===== config.mk =====
export PLATFORM = sky130hd
export DESIGN_NAME = input_debounce
export DESIGN_NICKNAME = d
export VERILOG_FILES = /design/src/rtl/input_debounce.sv
export SDC_FILE = /design/constraint.sdc
export NUM_CORES = 1
export LEC_CHECK = 0
export BUFFER_PORTS_ARGS = -buffer_cell sky130_fd_sc_hd__clkbuf_2
export CAP_MARGIN = 30
export CORE_MARGIN = 1
export CORE_UTILIZATION = 30
export CTS_CLUSTER_DIAMETER = 50
export DETAILED_ROUTE_END_ITERATION = 8
export PLACE_DENSITY = 0.48
export SLEW_MARGIN = 20
export SYNTH_ARGS = -nofsm -noshare
export SYNTH_HDL_FRONTEND = slang
export SYNTH_SLANG_ARGS = --single-unit

===== constraint.sdc =====
create_clock -name clk -period 3.3 [get_ports clk]
set_clock_uncertainty 0.15 [all_clocks]
set_input_delay 0.33 -clock clk [delete_from_list [all_inputs] [get_ports clk]]
set_output_delay 0.33 -clock clk [all_outputs]
set_load 0.05 [all_outputs]

===== src/rtl/input_debounce.sv =====
// Two-flop-or-deeper synchronizer plus independent per-bit debounce for the 12 used controller bits.
// Optional opposite-direction cleaning on the D-pad is enabled with INPUT_DEBOUNCE_SOCD_EN.
module input_debounce #(
    parameter int SYNC_STAGES     = 2,
    parameter int DEBOUNCE_CYCLES = 65536
) (
    input  logic        clk,
    input  logic        reset,
    input  logic [15:0] cont1_key,
    output logic        dpad_up,
    output logic        dpad_down,
    output logic        dpad_left,
    output logic        dpad_right,
    output logic        button_a,
    output logic        button_b,
    output logic        button_x,
    output logic        button_y,
    output logic        button_trig_l,
    output logic        button_trig_r,
    output logic        button_select,
    output logic        button_start,
    output logic        input_changed
);

    localparam int NB = 12;
    localparam int CW = $clog2(DEBOUNCE_CYCLES) + 1;
    localparam logic [CW-1:0] CNT_MAX = CW'(DEBOUNCE_CYCLES - 1);

    // Packed order: [9:0] = key[9:0], [10] = select, [11] = start.
    logic [NB-1:0] key_used;
    logic          unused_keys;

    assign key_used    = {cont1_key[15:14], cont1_key[9:0]};
    assign unused_keys = ^cont1_key[13:10];

    logic [NB-1:0] sync_q [SYNC_STAGES];
    logic [NB-1:0] sync_d [SYNC_STAGES];
    logic [CW-1:0] cnt_q  [NB];
    logic [CW-1:0] cnt_d  [NB];
    logic [NB-1:0] stable_q, stable_d;
    logic [NB-1:0] clean;
    logic [NB-1:0] out_q, out_d;
    logic          changed_q, changed_d;

    always_comb begin
        sync_d[0] = key_used;
        for (int s = 1; s < SYNC_STAGES; s++) begin
            sync_d[s] = sync_q[s-1];
        end
    end

    // A matching sample, or a qualifying flip, leaves the counter at zero.
    always_comb begin
        stable_d = stable_q;
        for (int i = 0; i < NB; i++) begin
            cnt_d[i] = '0;
            if (sync_q[SYNC_STAGES-1][i] != stable_q[i]) begin
                if (cnt_q[i] == CNT_MAX) begin
                    stable_d[i] = sync_q[SYNC_STAGES-1][i];
                end else begin
                    cnt_d[i] = cnt_q[i] + CW'(1);
                end
            end
        end
    end

    always_comb begin
        clean = stable_q;
`ifdef INPUT_DEBOUNCE_SOCD_EN
        if (stable_q[0] && stable_q[1]) begin
            clean[1:0] = 2'b00;
        end
        if (stable_q[2] && stable_q[3]) begin
            clean[3:2] = 2'b00;
        end
`endif
        out_d     = clean;
        changed_d = (out_d != out_q);
    end

    always_ff @(posedge clk) begin
        if (reset) begin
            for (int s = 0; s < SYNC_STAGES; s++) begin
                sync_q[s] <= '0;
            end
            for (int i = 0; i < NB; i++) begin
                cnt_q[i] <= '0;
            end
            stable_q  <= '0;
            out_q     <= '0;
            changed_q <= 1'b0;
        end else begin
            for (int s = 0; s < SYNC_STAGES; s++) begin
                sync_q[s] <= sync_d[s];
            end
            for (int i = 0; i < NB; i++) begin
                cnt_q[i] <= cnt_d[i];
            end
            stable_q  <= stable_d;
            out_q     <= out_d;
            changed_q <= changed_d;
        end
    end

    assign dpad_up       = out_q[0];
    assign dpad_down     = out_q[1];
    assign dpad_left     = out_q[2];
    assign dpad_right    = out_q[3];
    assign button_a      = out_q[4];
    assign button_b      = out_q[5];
    assign button_x      = out_q[6];
    assign button_y      = out_q[7];
    assign button_trig_l = out_q[8];
    assign button_trig_r = out_q[9];
    assign button_select = out_q[10];
    assign button_start  = out_q[11];
    assign input_changed = changed_q;

endmodule


# --- Word-level counts from Yosys, hierarchy flattened ---
# Memory sizes are Yosys's and may differ from the RTL's.
# Index checks and enable logic that the tools add are counted.
totals:
  word_cells: 120
  output_inout_bits: 13
  n_memories: 2
  ff_bits: 25
  input_bits: 18
  ram_bits: 228
memory_table:
  columns: ["name", "depth", "width", "rd", "rd_ports_with_merged_regs", "wr", "line", "source"]
  rows:
  - ["cnt_q", 12, 17, 12, 0, 12, "38", "logic [CW-1:0] cnt_q [NB];"]
  - ["sync_q", 2, 12, 2, 0, 2, "36", "logic [NB-1:0] sync_q [SYNC_STAGES];"]
classes:
  bitwise_logic: 14
  eq_ne: 25
  add_sub_neg: 12
  reduce_logical: 12
  mux: 41
ops:
  columns: ["operator", "n"]
  rows:
  - ["$mux W17", 36]
  - ["$add A17 B1 Y17 const B", 12]
  - ["$eq A17 B16 Y1 const B", 12]
  - ["$mux W12", 2]
  - ["$reduce_and A2 Y1", 12]
  - ["$or A1 B1 Y1", 14]
  - ["$ne A1 B1 Y1", 12]
  - ["$ne A12 B12 Y1", 1]
  - ["$mux W1", 3]

# --- Logic depth before layout (Yosys ltp) ---
logic_depth:
  ltp_word: 4
  mapped_depth: 9
  mapped_depth_nobuf: 8

# --- Worst setup path after synthesis ---
# Ideal clock, no wire load.
synth_timing:
  path_type: "flip-flop to flip-flop"
  from: "mem cnt_q[0][0] (netlist name)"
  to: "mem cnt_q[0][10] (netlist name)"
  stages_incl_launch_ff: 10
  arrival_time_ns: 2.069
  setup_time_ns: 0.128
  synth_period_minus_slack_ns: 2.346
  setup_slack_ns: 0.954
  cell_sequence: "dfxtp_1 > ha_1 > nand2_1 > nor4_1 > and3_1 > ha_1 > or3_1 > clkbuf_1 > clkbuf_1 > nor2_1"
synth_rtl:
  columns: ["item", "line"]
  rows:
  - ["from (decl)", "38"]

==> impl_summary.log <==
INFO  metric postCtsSetupRepairBufs = 0
INFO  metric synthTopCellsByArea = sky130_fd_sc_hd__dfxtp_1 49%, sky130_fd_sc_hd__xnor2_1 9.9%, sky130_fd_sc_hd__nor2_1 7.7%
INFO  metric layout_setup_ws = 642 ps
INFO  metric seq_area_frac_synth = 49.2%
INFO  metric finalSetupTns = 0 ps
INFO  metric post-synth-top-count-cell = sky130_fd_sc_hd__dfxtp_1
INFO  metric power-per-cell-area = ~540 nW/um^2
INFO  metric wirelength = 17800 um
INFO  metric syn2layout_area_growth = 17.1%
INFO  metric timing_worst_slew_pin_value = 626 ps
INFO  metric fp.dieArea = 35000 um^2
INFO  metric placed_area = 10900 um^2
INFO  metric row_count = 67
INFO  metric post-layout-total-power = between 6000 and 7000 uW
INFO  metric post-route-drc-count = 0
INFO  metric syn_nets = 1177
INFO  metric tritoncts.num_buffers = 31
INFO  metric rsz_0062_raised_after_global_routing = no
INFO  metric post-route-cell-area = 12000 um^2
INFO  metric run_status = finished clean
INFO  metric synthesis.area_per_instance = ~9.1 um^2
INFO  metric grt_max_degree = 43
INFO  metric clkSlewWorstSetupHoldPaths = 60 ps
INFO  metric setup_viol = 0
INFO  metric cap_viol_max_count = 0
INFO  metric leakagePower = 0.00386 uW
INFO  metric cells_after_synth = 1135
INFO  metric final-max-slew-violation-count = 0
INFO  metric synth_enable_flop_cells = 0
INFO  metric timing.critical_path.from_type = flop
INFO  metric synth_top_area_share = 49.2%
INFO  metric min_period_over_period = 80.6%
INFO  metric cts_htree_levels = 1
INFO  metric n_antenna_cell = 0
INFO  metric synth_ff_type = sky130_fd_sc_hd__dfxtp_1
INFO  metric tritoncts = yes
INFO  metric critical_path.max_fanout = 17
INFO  metric endpoint_kind_of_the_worst_setup_timing_path = flop
INFO  metric clkLatencyLatePin = 540 ps
INFO  metric hpwl = approximately 12000 um
INFO  metric ys_warn_count = 0
INFO  metric synthDistinctLibCells = 35
INFO  metric grt_pass1_vias = 6906
INFO  metric wire_per_inst = 10.8 um
INFO  metric req_time_crit_path = 3550 ps
INFO  metric worst_voltage_drop_across_the_vdd_grid = 0.404 mV
INFO  metric globalRoute.totalOverflow = 0
INFO  metric first_pass_iters = 5
INFO  metric via_per_inst = 4.42
INFO  metric yosys-top-cells-count = 253 x sky130_fd_sc_hd__dfxtp_1, 210 x sky130_fd_sc_hd__nor2_1, 116 x sky130_fd_sc_hd__xnor2_1
INFO  metric clockRootBuffer = sky130_fd_sc_hd__clkbuf_16
INFO  metric floorplan.initialDensity = 30.6%
INFO  metric hold_path_depth = 2
INFO  metric core_area = 33600 um^2
INFO  metric post-place-ws = about 630 ps
INFO  metric holdWs = 141 ps
INFO  metric drtAntennaViolNets = 0
INFO  metric grt_antenna_before_repair = 0
INFO  metric drive_gt1_share = under 10%
INFO  metric synth_largest_area_cell = sky130_fd_sc_hd__dfxtp_1
INFO  metric gpl.final_weighted_congestion = 0.719
INFO  metric ys_seq_elements = 253
INFO  metric min-delay-path-class = in -> reg
INFO  metric die_y = 187 um
INFO  metric final-hold-violation-count = 0
INFO  metric synth.cell_area = 10300 um^2
INFO  metric final_period_minus_worst_setup_slack = 2660 ps
INFO  metric crit_type = reg -> reg
INFO  metric rr_worst_depth = 7
INFO  metric design.final.nets = 1218
INFO  metric clock_sink_count = 253
INFO  metric clock_tree.buffer_depth = 3
INFO  metric detail_route.iter0.violations = about 290
INFO  metric grt_usage = 10.4%
INFO  metric dr_total_vias = 7279
INFO  metric ys_async_sr_fraction = 0%
INFO  metric worst_ep_arrival = 2910 ps
INFO  metric design.portCount = 31
INFO  metric place.port_buffers = 26
INFO  metric slew_headroom = 58.3%
INFO  metric floorplan.die.width = 187 um
INFO  metric achievable-frequency = 376 MHz
INFO  metric grt_pass1_wl = 31600 um
## cell type report
type | count | area [um^2]
Inverter | 43 | 161
Multi-Input combinational cell | 806 | 4930
Fill cell | 3452 | 21600
Clock inverter | 15 | 198
Clock buffer | 40 | 840
Sequential cell | 253 | 5060
Timing Repair Buffer | 41 | 285
Tap cell | 448 | 561
## metal layers
layer | GRT usage, % | share of wire [%] | vias up | wire, um
met2 | 16.2 | 42 | 56 | 7430
met4 | 3.18 | 2.3 | 0 | 418
met5 | 0 | 0 | - | 0
met3 | 2.01 | 3.2 | 35 | 575
met1 | 14.4 | 53 | 3284 | 9420
li1 | - | - | 3904 | -
## what timing repair did
| action | 4_1_cts | 5_1_grt |
|---|---|---|
| hold buffers | 12 | 0 |
| resized for setup | 0 | 0 |
| hold endpoints to repair | 12 | 0 |
| setup endpoints to repair | 0 | 0 |
## cell families after synthesis
logic type	share of synthesized area, %
mux	1.36
compound gates	1.69
xor+xnor	14.8
flops	49.2
fa+ha+maj	2.92
simple gates	27.2
buf+inv	2.82
## final timing paths
| path | start | end | slack [ps] |
|---|---|---|---|
| setup / recovery | cnt_q[2][34] | cnt_q[2][44] | 640 |
| setup reg to reg | cnt_q[2][34] | cnt_q[2][44] | 640 |
| hold reg to reg | sync_q[0][2] | sync_q[0][14] | 290 |
| hold / removal | reset | clean[6] | 140 |
## power by group
| group | total (uW) | switching (uW) | internal (uW) |
|---|---|---|---|
| registers | 3080 | 11.5 | 3070 |
| logic | 75.9 | 43.2 | 32.7 |
| clock network | 3390 | 1290 | 2110 |
## state kept, by name, indices dropped and copies added, names as in the netlist
name and cells:
clean 12, cnt_q 204, sync_q 24, out_q 12, input_changed 1
## metrics by stage
stage          std cells  utilization (%)
4_1_cts             1646             35.8
3_3_place_gp        1579             32.4
5_1_grt             1646             35.8
6_report            1646             35.8
2_1_floorplan       1135                -
3_5_place_dp        1579             32.4
## worst max-delay path: stages, from the launching register on
cell	delay [ps]
sky130_fd_sc_hd__dfxtp_1	400
sky130_fd_sc_hd__ha_1	260
sky130_fd_sc_hd__nand3_1	190
sky130_fd_sc_hd__nor4_1	480
sky130_fd_sc_hd__and3_1	230
sky130_fd_sc_hd__ha_1	180
sky130_fd_sc_hd__or3_1	520
sky130_fd_sc_hd__nor2_1	110
## cells in the final DEF, fill, tap and decap left out, types with 10 or more instances in the layout
| cell type | synthesis | final |
|---|---|---|
| sky130_fd_sc_hd__a21oi_1 | 14 | 14 |
| sky130_fd_sc_hd__and3_1 | 21 | 21 |
| sky130_fd_sc_hd__and4_1 | 10 | 10 |
| sky130_fd_sc_hd__clkbuf_16 | 0 | 31 |
| sky130_fd_sc_hd__clkbuf_2 | 0 | 26 |
| sky130_fd_sc_hd__dfxtp_1 | 253 | 253 |
| sky130_fd_sc_hd__dlygate4sd3_1 | 0 | 12 |
| sky130_fd_sc_hd__ha_1 | 24 | 24 |
| sky130_fd_sc_hd__inv_1 | 43 | 43 |
| sky130_fd_sc_hd__mux2i_1 | 14 | 14 |
| sky130_fd_sc_hd__nand2_1 | 46 | 46 |
| sky130_fd_sc_hd__nand3_1 | 75 | 75 |
| sky130_fd_sc_hd__nand4_1 | 39 | 39 |
| sky130_fd_sc_hd__nor2_1 | 210 | 210 |
| sky130_fd_sc_hd__nor2b_1 | 36 | 36 |
| sky130_fd_sc_hd__nor3_1 | 45 | 45 |
| sky130_fd_sc_hd__nor4_1 | 41 | 41 |
| sky130_fd_sc_hd__o21ai_0 | 13 | 13 |
| sky130_fd_sc_hd__or3_1 | 24 | 24 |
| sky130_fd_sc_hd__xnor2_1 | 116 | 116 |
| sky130_fd_sc_hd__xor2_1 | 58 | 58 |
Power figures use the tool's default switching activity.
